==> src/rtl/wbuf_fifo_v3.sv <==
// Write-buffer FIFO for the cache write-through path. It uses all 2**ADDR_W entries.
// Read mode is either registered or first-word-fall-through, and the error flags are sticky.
module wbuf_fifo_v3 #(
  parameter int DATA_W = 66,
  parameter int ADDR_W = 2,
  parameter int FWFT   = 0,
  parameter int AF_LVL = 3,
  parameter int AE_LVL = 1
) (
  input  logic              clock,
  input  logic              reset,
  input  logic              flush,
  input  logic              we,
  input  logic [DATA_W-1:0] datain,
  input  logic              rd,
  output logic [DATA_W-1:0] dataout,
  output logic              full,
  output logic              almost_full,
  output logic              empty,
  output logic              almost_empty,
  output logic [ADDR_W:0]   level,
  output logic              overflow,
  output logic              underflow
);

  localparam int              DEPTH    = 1 << ADDR_W;
  localparam logic [ADDR_W:0] LVL_FULL = (ADDR_W + 1)'(DEPTH);
  localparam logic [ADDR_W:0] LVL_AF   = (ADDR_W + 1)'(AF_LVL);
  localparam logic [ADDR_W:0] LVL_AE   = (ADDR_W + 1)'(AE_LVL);

  logic [DATA_W-1:0] mem [DEPTH];
  logic [ADDR_W-1:0] wr_ptr, rd_ptr;
  logic [ADDR_W:0]   level_q;
  logic              rd_ok, wr_ok;

  assign level        = level_q;
  assign full         = (level_q == LVL_FULL);
  assign empty        = (level_q == '0);
  assign almost_full  = (level_q >= LVL_AF);
  assign almost_empty = (level_q <= LVL_AE);

  // A full FIFO still takes a write when a read drains a slot in the same cycle.
  assign rd_ok = rd & ~empty & ~flush;
  assign wr_ok = we & ~flush & (~full | rd_ok);

  always_ff @(posedge clock or posedge reset) begin
    if (reset) begin
      wr_ptr    <= '0;
      rd_ptr    <= '0;
      level_q   <= '0;
      overflow  <= 1'b0;
      underflow <= 1'b0;
    end else if (flush) begin
      wr_ptr    <= '0;
      rd_ptr    <= '0;
      level_q   <= '0;
      overflow  <= 1'b0;
      underflow <= 1'b0;
    end else begin
      if (wr_ok) wr_ptr <= wr_ptr + 1'b1;
      if (rd_ok) rd_ptr <= rd_ptr + 1'b1;
      case ({wr_ok, rd_ok})
        2'b10:   level_q <= level_q + 1'b1;
        2'b01:   level_q <= level_q - 1'b1;
        default: level_q <= level_q;
      endcase
      overflow  <= overflow | (we & full & ~rd_ok);
      underflow <= underflow | (rd & empty);
    end
  end

  always_ff @(posedge clock) begin
    if (wr_ok) mem[wr_ptr] <= datain;
  end

  generate
    if (FWFT != 0) begin : g_fwft
      assign dataout = mem[rd_ptr];
    end else begin : g_std
      // The registered output keeps the last word that was popped, through flush and empty.
      logic [DATA_W-1:0] dout_q;
      always_ff @(posedge clock or posedge reset) begin
        if (reset)      dout_q <= '0;
        else if (rd_ok) dout_q <= mem[rd_ptr];
      end
      assign dataout = dout_q;
    end
  endgenerate

endmodule

==> config.mk <==
export PLATFORM = sky130hd
export DESIGN_NAME = wbuf_fifo_v3
export DESIGN_NICKNAME = d
export VERILOG_FILES = /design/src/rtl/wbuf_fifo_v3.sv
export SDC_FILE = /design/constraint.sdc
export NUM_CORES = 1
export LEC_CHECK = 0
export CAP_MARGIN = 20
export CORE_MARGIN = 2
export CORE_UTILIZATION = 56
export DETAILED_ROUTE_END_ITERATION = 8
export PLACE_DENSITY = 0.86
export SYNTH_ARGS = -nofsm -noshare
export SYNTH_HDL_FRONTEND = slang
export SYNTH_SLANG_ARGS = --single-unit
export TNS_END_PERCENT = 20
==> constraint.sdc <==
create_clock -name clock -period 4.2 [get_ports clock]
set_input_delay 0.84 -clock clock [delete_from_list [all_inputs] [get_ports clock]]
set_output_delay 0.84 -clock clock [all_outputs]
set_load 0.02 [all_outputs]
# Word-level counts from Yosys, hierarchy flattened
# Memory sizes are Yosys's and may differ from the RTL's. A register that Yosys moved wholly into a read port is not among the register bits.
# Cells that the tools add are included.
[word_totals]
ff_bits = 9
ram_bits = 264
inputBits = 71
wordCells = 43
n_memories = 1
[op_classes]
n_addsub = 4
n_lt_le_gt_ge = 2
eq_ne = 3
n_mux = 10
bitwise_logic = 14
reduce_logical = 4
[mem_list]
columns = ["memory", "words", "width", "rd", "rd_ports_with_merged_regs", "write_ports", "line", "rtl"]
rows = [
  ["mem", 4, 66, 1, 1, 1, "31", "logic [DATA_W-1:0] mem [DEPTH];"],
]
[op_table]
columns = ["op", "count"]
rows = [
  ["2-bit two-way mux", 4],
  ["1-bit bitwise AND", 7],
  ["3-bit case mux with 2 select lines", 1],
  ["2-bit by 1-bit adder with 2-bit output, second input constant", 2],
  ["1-bit two-way mux", 4],
  ["1-bit NOT", 4],
  ["2-bit nonzero test", 2],
  ["3-bit by 1-bit adder with 3-bit output, second input constant", 1],
  ["3-bit == test, second input constant", 1],
  ["3-bit by 2-bit >= comparator with 1-bit output, second input constant", 1],
  ["3-bit by 1-bit less-or-equal comparator with 1-bit output, second input constant", 1],
  ["3-bit zero test", 1],
  ["3-bit two-way mux", 1],
  ["1-bit OR", 3],
  ["3-bit nonzero test", 1],
  ["3-bit by 1-bit subtractor with 3-bit output, second input constant", 1],
  ["2-bit by 1-bit == test with 1-bit output, second input constant", 1],
  ["2-bit == test, second input constant", 1],
]

# Longest topological paths before layout
[logic_depth]
word_depth = 9
depth_mapped = 8
mapped_depth_nobuf = 6

# Worst setup path after synthesis
# OpenSTA, ideal clock, no wires.
[synth_timing]
path_kind = "in2reg"
start = "in we"
end = "mem mem[0][0], enable pin"
setup_time_ns = 0.431
arrival_ns = 2.927
required_time_ns = 3.769
path_slack_ns = 0.842
path_stages = 3
path_buffers = 1
cell_sequence = "clkbuf_1 -> o211a_1 -> and2_1"
[synth_between]
elab_chain_cells = 4
[synth_rtl]
columns = ["item", "line", "rtl"]
rows = [
  ["start, declared", "13", "input logic we,"],
  ["1-bit bitwise AND (2 in series)", "44", "assign wr_ok = we & ~flush & (~full | rd_ok);"],
  ["1-bit two-way mux", "73", "if (wr_ok) mem[wr_ptr] <= datain;"],
  ["1-bit two-way mux (not written as such)", "73", ""],
  ["end, declared", "31", ""],
]
# No other way between the ends.

# Final worst setup path
[layout_timing]
start = "reg level_q[0] (netlist: level[0])"
end = "out empty"
[layout_between]
elab_chain_cells = 1
[layout_rtl]
columns = ["item", "line", "rtl"]
rows = [
  ["start, declared", "33", "logic [ADDR_W:0] level_q;"],
  ["start signal, assigned", "63", "2'b10: level_q <= level_q + 1'b1;"],
  ["start signal, assigned", "64", "2'b01: level_q <= level_q - 1'b1;"],
  ["start signal, assigned", "65", "default: level_q <= level_q;"],
  ["3-bit zero test", "38", "assign empty = (level_q == '0);"],
  ["end, declared", "19", "output logic empty,"],
]
# No other way between the ends.

==> results.md <==
* Post-synth EDFFs at 264
* Total GRT Usage at 21.1%
* Via Count at 5959
* Async SR Flop Fraction at 22.1%
* Distinct cells, synth at 35
* Hold path startpoint: dataout[9]
* Area share of the largest cell type after synthesis at 62.4%
* Post-CTS sizing at 0
* Total Die Area at 23900 um2
* Crit path time final at 3.10 ns
* Fin nets at 801
* DRC viols at 0
* Fillers at 1300
* Max Slew Vio Count at 0
* Finished Layout Cells at 1032
* WL final at 24.5 mm
* DRT iter0 DRCs at 377
* Die Width at 155 um
* Ranking of synthesized cells by area: edfxtp_1 62%, dfrtp_1 15%, mux4_2 12%
* Slew @ Worst Pin at 1.01 ns
* Buffer depth of the longest clock path at 3
* Final WS setup at 1.10 ns
* Max Cap Violations at 0
* I/O Pins at 146
* Syn Std Cell Area at 12700 um2
* Final Cycle Share at 73.7%
* Area of the core at 22400 um2
* Hold_buf cts at 0
* Pin count of the biggest net entering global routing at 68
* Port-buffer cells at 145
* Postcts setup bufs at 0
* Final core occ at 69.4%
* TritonCTS Buffers at 34
* Max transition margin at 32.6%
* RSZ-0062 raised after global routing: no
* Num rows at 55
* Initial antenna violation count at 1
* Cell taking the most area after synthesis: edfxtp_1
* CP Max Fanout at 6
* Worst skew pair latency at 0.51 ns
* Worst r2r src: level[0]
* Leading post-synthesis cells by instance count: 264 x edfxtp_1, 75 x dfrtp_1, 66 x mux4_2
* Initial core utilization at 56.6%
* Max VDD drop at 0.481 mV
* Number of global-route vias before repair at 6384
* Max Fclk at 0.323 GHz
* Crit path required time at 3.36 ns
* # H-tree levels at 2
* Layout cell share with drive strength beyond 1 at 26.9%
* Critical path class: reg2out
* Status: complete, no violations
* GRT overflow at 0
* Synth Instances at 560
* Min-Delay Path Class: reg2reg
* Startpoint types: flop
* Final hold violation count at 0
* Vias per Instance at 5.77
* Synth-to-Final Area Change at 22.6%
* GP Congestion at 0.734
* First-pass GRT wire length at 38.0 mm
* Die height at 155 um
* DR WL/cell at 23.7 um
* YS warnings at 0
* CTS clock-pin slew for the worst setup and hold paths at 0.06 ns
* Post-Syn Nets at 640
* CTS tree: yes
* Seq/Total Area, Yosys at 77.2%
* Yosys reg bits at 339
* Hold slack final at 0.510 ns
* Worst setup path start: level[0]
* Synth Flop Type: edfxtp_1
* CTS sink count at 339
* Sum Neg Setup Slack at 0 ns
* Hpwl dp at 14.2 mm
* Dpl cells at 969
* CP endpoint kind: output port
* Most frequent cell after synthesis: edfxtp_1
* WP data arrival at 2.26 ns
* Clk root buf: clkbuf_16
* ANT nets after route at 0
* Pre-CTS WS at 0.925 ns
* Pwr dens at 627 nW/um2
* Syn Area/Cell at 22.7 um2
* First-pass DRT Iterations at 5
* Final Skew at 0.0174 ns
* Static leakage at 5.33 nW
* Final setup viols at 0
-- where the power goes --
part | switching, mW | internal, mW
sequential | 0.306 | 4.04
clock | 1.20 | 1.89
combinational | 1.03 | 1.29
-- critical path: stages (launching register included) --
cell	delay, ns
dfrtp_1	0.47
inv_1	0.17
ha_1	0.27
nand2b_1	0.14
inv_1	0.11
clkdlybuf4s50_1	0.61
-- routing by layer --
layer	vias up	part of all wire, %	routed length [um]	global-route usage [%]
li1	2590	-	-	-
met1	3065	39	9560	28.7
met2	263	52	12800	36.0
met3	41	6.6	1630	3.61
met4	0	2.1	508	5.91
met5	-	0	0	0
-- area by class of cell --
cell class	count	area, um2	share of cell area [%]
Clock buffer	44	940	6.03
Timing Repair Buffer	150	1510	9.72
Tap cell	285	357	2.29
Antenna cell	1	2.50	0.0161
Clock inverter	17	220	1.41
Multi-Input combinational cell	187	2700	17.3
Inverter	9	35.0	0.225
Sequential cell	339	9810	63.0
-- logic make-up (layout without fill, tap and decap cells) --
family / after synthesis / after routing / synth area share (%)
mux: 133 / 133 / 18.2
simple gates: 30 / 30 / 1.25
fa+ha+maj: 9 / 9 / 0.887
flops: 339 / 339 / 77.2
compound gates: 12 / 12 / 0.601
buf+inv: 34 / 220 / 1.69
other cells: 0 / 1 / 0
xor+xnor: 3 / 3 / 0.207
-- registers in the layout, summed over array words and instances, names as in the netlist --
name / flops
underflow: 1
mem: 264
overflow: 1
rd_ptr: 2
wr_ptr: 2
dataout: 66
level: 3
-- per-stage QoR --
step | total power, mW | area [um2]
6_report | 9.77 | 15600
5_1_grt | 10.1 | 15600
4_1_cts | 9.84 | 15600
3_5_place_dp | 6.72 | 14400
3_3_place_gp | 6.63 | 14400
2_1_floorplan | 5.71 | 12700
-- final timing paths --
path / to / slack [ns] / cells past startpoint
hold reg to reg: dataout[9] / 0.51 / 1
hold / removal: dataout[9] / 0.51 / 1
min in group asynchronous: dataout[37] / 0.84 / 2
max in group asynchronous: rd_ptr[1] / 2.42 / 3
setup reg to reg: mem[1][41] / 1.56 / 5
setup / recovery: empty / 1.10 / 5
-- placed cells by master (no fill, tap or decap), types with 2 or more instances in the layout --
master | netlist | layout
inv_1 | 9 | 8
clkbuf_8 | 0 | 3
clkbuf_16 | 0 | 35
xor2_1 | 2 | 2
and2_4 | 0 | 4
edfxtp_1 | 264 | 264
clkinv_2 | 0 | 10
o21ai_0 | 2 | 2
nand2_1 | 2 | 2
mux4_2 | 66 | 66
buf_12 | 2 | 2
ha_1 | 9 | 9
bufinv_16 | 0 | 5
buf_4 | 3 | 3
nand2b_1 | 2 | 2
nor2b_1 | 2 | 2
a21oi_1 | 5 | 5
dfrtp_1 | 75 | 73
mux2_2 | 48 | 48
clkdlybuf4s50_1 | 0 | 145
clkbuf_1 | 6 | 6
mux2_4 | 18 | 18
nand3_1 | 4 | 4
nor2_1 | 11 | 11
dfrtp_4 | 0 | 2
Note: power is estimated with default switching activity, not from simulation.
